$ cat config.mk
export PLATFORM = sky130hd
export DESIGN_NAME = fetch_ctrl
export DESIGN_NICKNAME = d
export VERILOG_FILES = /design/src/rtl/fetch_ctrl.sv
export SDC_FILE = /design/constraint.sdc
export NUM_CORES = 1
export LEC_CHECK = 0
export ABC_AREA = 0
export CAP_MARGIN = 20
export CELL_PAD_IN_SITES_DETAIL_PLACEMENT = 1
export CELL_PAD_IN_SITES_GLOBAL_PLACEMENT = 2
export CORE_MARGIN = 8
export CORE_UTILIZATION = 26
export DETAILED_ROUTE_END_ITERATION = 6
export PLACE_DENSITY_LB_ADDON = 0.1
export SYNTH_ARGS = -nofsm -noshare
export SYNTH_HDL_FRONTEND = slang
export SYNTH_SLANG_ARGS = --single-unit
$ cat constraint.sdc
create_clock -name clk -period 1.7 [get_ports clk]
set_input_delay 0.34 -clock clk [delete_from_list [all_inputs] [get_ports clk]]
set_output_delay 0.34 -clock clk [all_outputs]
set_load 0.01 [all_outputs]
$ cat src/rtl/fetch_ctrl.sv
// Instruction fetch sequencer: owns the PC, tracks the one-cycle BRAM read
// latency, and buffers returned instructions in a 2-entry queue to decode.
module fetch_ctrl #(
  parameter int                 ADDR_W   = 8,
  parameter logic [ADDR_W-1:0]  RESET_PC = {ADDR_W{1'b0}}
) (
  input  logic              clk,
  input  logic              rst_n,
  output logic [ADDR_W-1:0] bram_addr,
  input  logic [31:0]       bram_inst,
  output logic              out_valid,
  input  logic              out_ready,
  output logic [31:0]       out_inst,
  output logic [ADDR_W-1:0] out_pc,
  output logic              out_is_jump,
  input  logic              redirect_valid,
  input  logic [ADDR_W-1:0] redirect_pc,
  output logic              stalled
);

  localparam logic [6:0] JALR_OP = 7'b1100111;

  typedef enum logic [0:0] {
    ST_RUN   = 1'b0,
    ST_JWAIT = 1'b1
  } state_t;

  function automatic logic is_jalr(input logic [31:0] inst);
    return (inst[6:0] == JALR_OP);
  endfunction

  state_t            state_r;
  state_t            state_nxt_s;

  logic [ADDR_W-1:0] pc_r;
  logic              inflight_r;
  logic [ADDR_W-1:0] inflight_pc_r;

  // Queue is a two-slot shift structure: head slot always feeds decode.
  logic [31:0]       head_inst_r;
  logic [ADDR_W-1:0] head_pc_r;
  logic [31:0]       tail_inst_r;
  logic [ADDR_W-1:0] tail_pc_r;
  logic [1:0]        occ_r;

  logic              fire_s;
  logic [1:0]        count_s;
  logic              ret_jump_s;
  logic              push_s;
  logic              issue_s;
  logic              stalled_s;

  // Handshake and occupancy terms shared by the FSM and datapath.
  always_comb begin
    fire_s     = (occ_r != 2'd0) & out_ready;
    count_s    = occ_r + {1'b0, inflight_r};
    ret_jump_s = inflight_r & is_jalr(bram_inst);
    push_s     = inflight_r & ~redirect_valid;
  end

  // FSM state register.
  always_ff @(posedge clk) begin
    if (!rst_n) begin
      state_r <= ST_RUN;
    end else begin
      state_r <= state_nxt_s;
    end
  end

  // FSM next-state logic; a redirect always wins over a returning JALR.
  always_comb begin
    state_nxt_s = state_r;
    case (state_r)
      ST_RUN: begin
        if (redirect_valid) begin
          state_nxt_s = ST_RUN;
        end else if (ret_jump_s) begin
          state_nxt_s = ST_JWAIT;
        end else begin
          state_nxt_s = ST_RUN;
        end
      end
      ST_JWAIT: begin
        if (redirect_valid) begin
          state_nxt_s = ST_RUN;
        end else begin
          state_nxt_s = ST_JWAIT;
        end
      end
      default: begin
        state_nxt_s = ST_RUN;
      end
    endcase
  end

  // FSM outputs: issue only in RUN with room for the returning word.
  always_comb begin
    issue_s   = 1'b0;
    stalled_s = 1'b0;
    case (state_r)
      ST_RUN: begin
        issue_s   = ~ret_jump_s & ~redirect_valid & ((count_s < 2'd2) | fire_s);
        stalled_s = 1'b0;
      end
      ST_JWAIT: begin
        issue_s   = 1'b0;
        stalled_s = 1'b1;
      end
      default: begin
        issue_s   = 1'b0;
        stalled_s = 1'b0;
      end
    endcase
  end

  // Program counter and in-flight read tracking.
  always_ff @(posedge clk) begin
    if (!rst_n) begin
      pc_r          <= RESET_PC;
      inflight_r    <= 1'b0;
      inflight_pc_r <= RESET_PC;
    end else if (redirect_valid) begin
      pc_r          <= redirect_pc;
      inflight_r    <= 1'b0;
      inflight_pc_r <= inflight_pc_r;
    end else if (issue_s) begin
      pc_r          <= pc_r + {{(ADDR_W-1){1'b0}}, 1'b1};
      inflight_r    <= 1'b1;
      inflight_pc_r <= pc_r;
    end else begin
      pc_r          <= pc_r;
      inflight_r    <= 1'b0;
      inflight_pc_r <= inflight_pc_r;
    end
  end

  // Two-entry instruction queue; a redirect flushes it and drops any push.
  always_ff @(posedge clk) begin
    if (!rst_n) begin
      occ_r       <= 2'd0;
      head_inst_r <= 32'd0;
      head_pc_r   <= {ADDR_W{1'b0}};
      tail_inst_r <= 32'd0;
      tail_pc_r   <= {ADDR_W{1'b0}};
    end else if (redirect_valid) begin
      occ_r <= 2'd0;
    end else begin
      case ({push_s, fire_s})
        2'b10: begin
          if (occ_r == 2'd0) begin
            head_inst_r <= bram_inst;
            head_pc_r   <= inflight_pc_r;
          end else begin
            tail_inst_r <= bram_inst;
            tail_pc_r   <= inflight_pc_r;
          end
          occ_r <= occ_r + 2'd1;
        end
        2'b01: begin
          head_inst_r <= tail_inst_r;
          head_pc_r   <= tail_pc_r;
          occ_r       <= occ_r - 2'd1;
        end
        2'b11: begin
          if (occ_r == 2'd1) begin
            head_inst_r <= bram_inst;
            head_pc_r   <= inflight_pc_r;
          end else begin
            head_inst_r <= tail_inst_r;
            head_pc_r   <= tail_pc_r;
            tail_inst_r <= bram_inst;
            tail_pc_r   <= inflight_pc_r;
          end
        end
        default: begin
          occ_r <= occ_r;
        end
      endcase
    end
  end

  assign bram_addr   = pc_r;
  assign out_valid   = (occ_r != 2'd0);
  assign out_inst    = head_inst_r;
  assign out_pc      = head_pc_r;
  assign out_is_jump = is_jalr(head_inst_r);
  assign stalled     = stalled_s;

endmodule

==> flow_metrics.tcl, run 1 <==
set metrics [dict create \
    die_area_sq_mm 0.02021 \
    finalSetupViolations 85 \
    yosysSeqAreaShare_pct 48.37 \
    finalWorstPathRequiredPeriod_ns 1.958 \
    critical_path_arrival_ns 2.23 \
    n_fill_cell 1718 \
    r2r_start "occ_r[1]$_SDFFE_PP0P_" \
    leakage_nw 2.655 \
    whs_path_depth 2 \
    fin_worst_skew_ns 0.005741 \
    min_from "tail_inst_r[30]$_SDFFE_PN0P_" \
    dpl.hpwl_mm 9.617 \
    path_class "reg -> reg" \
    cts_tree "built" \
    finalHoldWorstSlack_ns 0.4717 \
    slew_viol_final 0 \
    grt_antenna_before_repair 0 \
    path_cells "inv_2 > ha_4 > nand2b_4 > inv_4 > ha_4 > nand2_2 > buf_6 > and3_4 > buf_6 > buf_16 > nand2_1 > a21oi_1" \
    power_density_mw_per_mm2 818.3 \
    wl_per_cell_um 19.41 \
    final_common_cell "dfxtp_1" \
    tightest_slew_ns 0.2798 \
    crit_start "occ_r[1]$_SDFFE_PP0P_" \
    cts.path.max_buffers 2 \
    htree_num_levels 3 \
    final_antenna_net_count 0 \
    grt_usage_pct 16.46 \
    worst_r2r_path_depth 12 \
    synth_cell_type_count 47 \
    synth_cells 490 \
    overflow 0 \
    std_cell_rows 46 \
    core_area_sq_mm 0.01571 \
    fin_crit_sh_pct 115.2 \
    numPortBuffers 94 \
    post-route-util_pct 46.85 \
    slowest_delay_ns 0.33 \
    slew-limit-headroom_pct 81.32 \
    cp-end-kind "flop" \
    avgSynthCellArea_sq_um 8.447 \
    gp_congestion 0.7106 \
    grt_pass1_wl_mm 25.74 \
    syn_nets 540 \
    critPathRequiredTime_ns 1.97 \
    cp-start-kind "flop" \
    status "finished with violations" \
    crit_path_top_delay_cell "dfxtp_2" \
    synth_area_sq_mm 0.004139 \
    cts_made_buffers 9 \
    start_util_pct 26.34 \
    drtIter0Drc 212 \
    insertion_delay_ns 0.35 \
    grt_pass1_vias 4530 \
    ios 95 \
    via_count 4223 \
    grt_max_degree 40 \
    vias_per_cell 4.974 \
    final_cell_mix "dfxtp_1 (91), clkdlybuf4s50_1 (84), nand2_1 (71)" \
    ys_warn_count 0 \
    fmax_mhz 510.8 \
    area_delta_synth_final_pct 77.84 \
    antennaDiodeCount 0 \
    clk_pin_slew_ns 0.07 \
    drt_pass1_iterations 4 \
    hp-class "reg -> reg" \
    violations "negative setup slack" \
    hold_viol_final 0 \
    final_nets 679 \
    peakVddDrop_uv 527.3 \
    power.total_w 0.006023 \
    rsz0062_at_grt "true" \
    setup_ws_ns -0.2578 \
    wl_mm 16.48 \
    cts.sinks 100 \
    die_w_um 142.2 \
    cap_violations 0 \
    drive_above_1_share_pct 35.07 \
    ctsRootBufferMaster "clkbuf_16" \
    drc 0 \
    fp.dieH_um 142.2 \
    synth_seq_cells 100 \
    path_max_fanout 10 \
    cts_hold_buf 0 \
]
==> logic make-up (layout without fill, tap and decap cells) <==
family	Yosys count	after routing	share of synthesized area [%]
multiplexers	8	8	1.935
XOR/XNOR	2	2	0.4233
flip-flops	100	100	48.37
buffers and inverters	48	191	5.048
AND/OR/NAND/NOR	217	217	23.25
adder cells (fa/ha/maj)	6	6	1.814
AO/OA/AOI/OAI	109	109	19.17
==> flip-flops by register name, summed over array words and instances (netlist names) <==
register	cells
out_inst	32
tail_inst_r	32
bram_addr	8
inflight_pc_r	8
out_pc	8
tail_pc_r	8
occ_r	2
inflight_r	1
state_r	1
==> area by class of cell <==
cell class | count | area, sq um | area share [%]
Clock inverter | 4 | 72.57 | 0.9859
Multi-Input combinational cell | 342 | 2694 | 36.60
Inverter | 8 | 32.53 | 0.4420
Timing Repair Buffer | 168 | 2026 | 27.52
Sequential cell | 100 | 2013 | 27.35
Clock buffer | 11 | 252.7 | 3.434
Tap cell | 216 | 270.3 | 3.672
==> critical path: cells and delay by family (launching register included) <==
kind / cells / cell delay [ns]
adders and majority gates: 2 / 0.28
and+or+nand+nor: 4 / 0.57
AOI/OAI and AO/OA: 1 / 0.20
buffers and inverters: 5 / 0.50
DFF: 1 / 0.33
==> repair_timing <==
action / in CTS / in global routing
gates resized for setup: 110 / 67
gates cloned: 15 / 1
setup endpoints to repair: 106 / 101
pin swaps: 20 / 8
setup buffers: 18 / 5
==> layer usage <==
layer  vias to the layer above  track usage (%)  part of all wire (%)
met5                         -                0                     0
met1                      2084            21.02                    45
met3                        20            3.522                   5.0
met2                        86            26.18                    47
li1                       2033                -                     -
met4                         0            7.123                   2.4
==> power breakdown <==
part | total, W | switching [W] | internal, W
Combinational | 0.00114 | 0.000536 | 0.000604
Sequential | 0.00259 | 0.000115 | 0.00247
Clock | 0.00230 | 0.000935 | 0.00136
Total | 0.00602 | 0.00159 | 0.00444
==> worst paths after layout <==
kind	end	slack, ns
worst min register to register	tail_inst_r[30]$_SDFFE_PN0P_	0.47
worst max register to register	tail_inst_r[22]$_SDFFE_PN0P_	-0.26
worst max-delay path	tail_inst_r[22]$_SDFFE_PN0P_	-0.26
worst min-delay path	tail_inst_r[30]$_SDFFE_PN0P_	0.47
==> cells in the mapped netlist, drive strengths merged <==
library cell	n	area share [%]
nor2	47	4.3
clkbuf	29	2.6
o21ai	6	0.73
o31a	3	0.67
a21o	1	0.18
o311a	2	0.48
o21ba	1	0.24
nand2b	4	0.79
nand2	103	9.3
nor4	3	0.45
and3	2	0.30
nand4b	2	0.42
o21a	3	0.54
nor2b	1	0.15
nand3b	1	0.18
a221oi	41	8.8
nor3	41	5.1
o2111a	1	0.27
ha	6	1.8
a21bo	1	0.24
a211oi	1	0.18
xor2	2	0.42
buf	11	1.6
a31oi	3	0.45
or4	3	0.54
a21oi	42	5.4
nand4	2	0.30
nand3	4	0.48
and4b	1	0.24
inv	8	0.79
or4b	1	0.24
o21bai	1	0.45
mux2i	8	1.9
dfxtp	100	48
o31ai	3	0.54
and3b	1	0.21
nor3b	1	0.18
==> through the flow <==
stage	setup TNS [ns]	cells	cell area, sq um	setup slack (ns)
after floorplan	-1.507	490	4238	-0.04948
after global placement	-43.53	800	5746	-0.6700
after detailed placement	-47.29	800	5746	-0.7132
after CTS	-10.13	847	7027	-0.1998
after global routing	-18.81	849	7361	-0.3334
final	-12.28	849	7361	-0.2578
Power figures use the tool's default switching activity.
==> run 2, diff against run 1 <==
--- a/config.mk
+++ b/config.mk
@@ -8,11 +8,12 @@
 export ABC_AREA = 0
 export CAP_MARGIN = 20
 export CELL_PAD_IN_SITES_DETAIL_PLACEMENT = 1
-export CELL_PAD_IN_SITES_GLOBAL_PLACEMENT = 2
+export CELL_PAD_IN_SITES_GLOBAL_PLACEMENT = 1
 export CORE_MARGIN = 8
-export CORE_UTILIZATION = 26
+export CORE_UTILIZATION = 33
 export DETAILED_ROUTE_END_ITERATION = 6
 export PLACE_DENSITY_LB_ADDON = 0.1
+export REMOVE_ABC_BUFFERS = 1
 export SYNTH_ARGS = -nofsm -noshare
 export SYNTH_HDL_FRONTEND = slang
 export SYNTH_SLANG_ARGS = --single-unit
==> run 2 against run 1 <==
The flow still finishes with violations (negative setup slack); combinational power decreased by 16%; clock-buffer cell count decreased by 1; sequential power about the same; sequential share of layout area increased by 3.4 points; critical path type unchanged; critical endpoint is now out_inst[15]$_SDFFE_PN0P_.
==> flow_metrics.tcl, run 2 (synthesized netlist as in run 1, its figures left out) <==
set metrics [dict create \
    die_w_um 128.0 \
    setup_ws_ns -0.1837 \
    min_from "bram_inst[0]" \
    final_antenna_net_count 0 \
    overflow 0 \
    leakage_nw 2.460 \
    hp-class "in -> reg" \
    finalWorstPathRequiredPeriod_ns 1.884 \
    fp.dieH_um 128.0 \
    final_cell_mix "dfxtp_1 (90), clkdlybuf4s50_1 (88), nand2_1 (84)" \
    via_count 4107 \
    rsz0062_at_grt "true" \
    slowest_delay_ns 0.33 \
    crit_start "occ_r[1]$_SDFFE_PP0P_" \
    cts_hold_buf 0 \
    place_inst 751 \
    ios 95 \
    register_area_sq_mm 0.002017 \
    final_nets 655 \
    fin_worst_skew_ns 0.007036 \
    finalSetupViolations 82 \
    path_max_fanout 10 \
    dpl_cell_area_sq_mm 0.005487 \
    drtIter0Drc 279 \
    fmax_mhz 530.9 \
    cts.path.max_buffers 2 \
    post-route-util_pct 52.80 \
    wl_per_cell_um 18.93 \
    cts_tree "built" \
    final_common_cell "dfxtp_1" \
    vias_per_cell 5.252 \
    path_cells "inv_2 > ha_4 > nand2b_4 > inv_4 > ha_4 > nor2b_4 > o21a_4 > clkbuf_16 > a221oi_2 > nor3_1" \
    ctsRootBufferMaster "clkbuf_16" \
    peakVddDrop_uv 523.8 \
    slew_viol_final 0 \
    slew-limit-headroom_pct 76.03 \
    antennaDiodeCount 0 \
    cp-start-kind "flop" \
    wl_mm 14.80 \
    crit_top_cell "ha_4" \
    critPathRequiredTime_ns 1.93 \
    grt_max_degree 65 \
    drc 0 \
    grt_pass1_wl_mm 23.89 \
    violations "negative setup slack" \
    insertion_delay_ns 0.35 \
    area_delta_synth_final_pct 58.37 \
    fin_cells 782 \
    dpl.hpwl_mm 8.503 \
    hold_viol_final 0 \
    status "finished with violations" \
    cp-end-kind "flop" \
    cpLargestDelayFamily "compound AO/OA/AOI/OAI gates" \
    cap_violations 0 \
    die_area_sq_mm 0.01638 \
    std_cell_rows 41 \
    grt_antenna_before_repair 0 \
    r2r_start "occ_r[1]$_SDFFE_PP0P_" \
    final_area_sq_mm 0.006555 \
    crit_buf_inv 3 \
    tightest_slew_ns 0.3588 \
    grt_usage_pct 18.37 \
    cts_made_buffers 9 \
    path_class "reg -> reg" \
    multi_input_area_sq_mm 0.002480 \
    n_fill_cell 1410 \
    start_util_pct 33.34 \
    grt_pass1_vias 4415 \
    gp_congestion 0.8123 \
    drt_pass1_iterations 4 \
    power_density_mw_per_mm2 840.3 \
    htree_num_levels 3 \
    fin_crit_sh_pct 110.8 \
    finalHoldWorstSlack_ns 0.3234 \
    critical_path_arrival_ns 2.11 \
    numPortBuffers 94 \
    crit_path_top_delay_cell "dfxtp_2" \
    drive_above_1_share_pct 28.85 \
    clk_pin_slew_ns 0.07 \
    core_area_sq_mm 0.01241 \
    cts.sinks 100 \
]
[run 2: cell count changes in the layout (fill, tap and decap cells not counted), moves of 8 or more]
| cell | change |
|---|---|
| nand2_2 | -16 |
| a221oi_2 | +14 |
| a221oi_4 | -14 |
| nand2_1 | +13 |
| buf_16 | -10 |
| buf_6 | -8 |
[run 2: final cells by class]
type | count | area share [%]
Multi-Input combinational cell | 343 | 37.83
Sequential cell | 100 | 30.77
Timing Repair Buffer | 143 | 23.38
Clock buffer | 10 | 3.646
Tap cell | 172 | 3.283
Clock inverter | 6 | 0.5917
Inverter | 8 | 0.4963
[run 2: power by group]
part           internal, W  switching (W)  total [W]
logic             0.000486       0.000472   0.000958
clock network      0.00103       0.000941    0.00197
registers          0.00247       0.000107    0.00258
[run 2: per-stage QoR]
| stage | setup WS, ns | total power (W) | setup TNS [ns] |
|---|---|---|---|
| floorplan | -0.9287 | 0.002947 | -58.96 |
| global placement | -0.5366 | 0.003426 | -40.12 |
| detailed placement | -0.5568 | 0.003449 | -43.66 |
| CTS | -0.2436 | 0.005519 | -12.35 |
| global route | -0.2318 | 0.005744 | -12.56 |
| finish | -0.1837 | 0.005508 | -7.145 |
[run 2: layer usage]
metal	track usage (%)	share of wire, %	up-vias
met5	0	0	-
met2	31.52	49	80
li1	-	-	1987
met3	3.411	3.8	15
met4	6.084	1.4	0
met1	22.61	46	2025
[run 2: path summary, 6_finish.rpt]
check	slack, ns	cells after the start	to
hold / removal	0.32	3	tail_inst_r[0]$_SDFFE_PN0P_
hold reg to reg	0.47	2	tail_inst_r[30]$_SDFFE_PN0P_
setup / recovery	-0.18	10	out_inst[15]$_SDFFE_PN0P_
setup reg to reg	-0.18	10	out_inst[15]$_SDFFE_PN0P_
[run 2: timing repair]
item,4_1_cts,5_1_grt
gates cloned,8,1
buffers inserted,10,3
endpoints found under the setup margin,103,91
gates resized for setup,73,71
pin swaps,12,39
[run 2: tightest hold or removal path: cells and delay by family]
kind / cells / cell delay, ns
buffers and inverters: 1 / 0.16
and+or+nand+nor: 1 / 0.06
AOI/OAI and AO/OA: 1 / 0.06
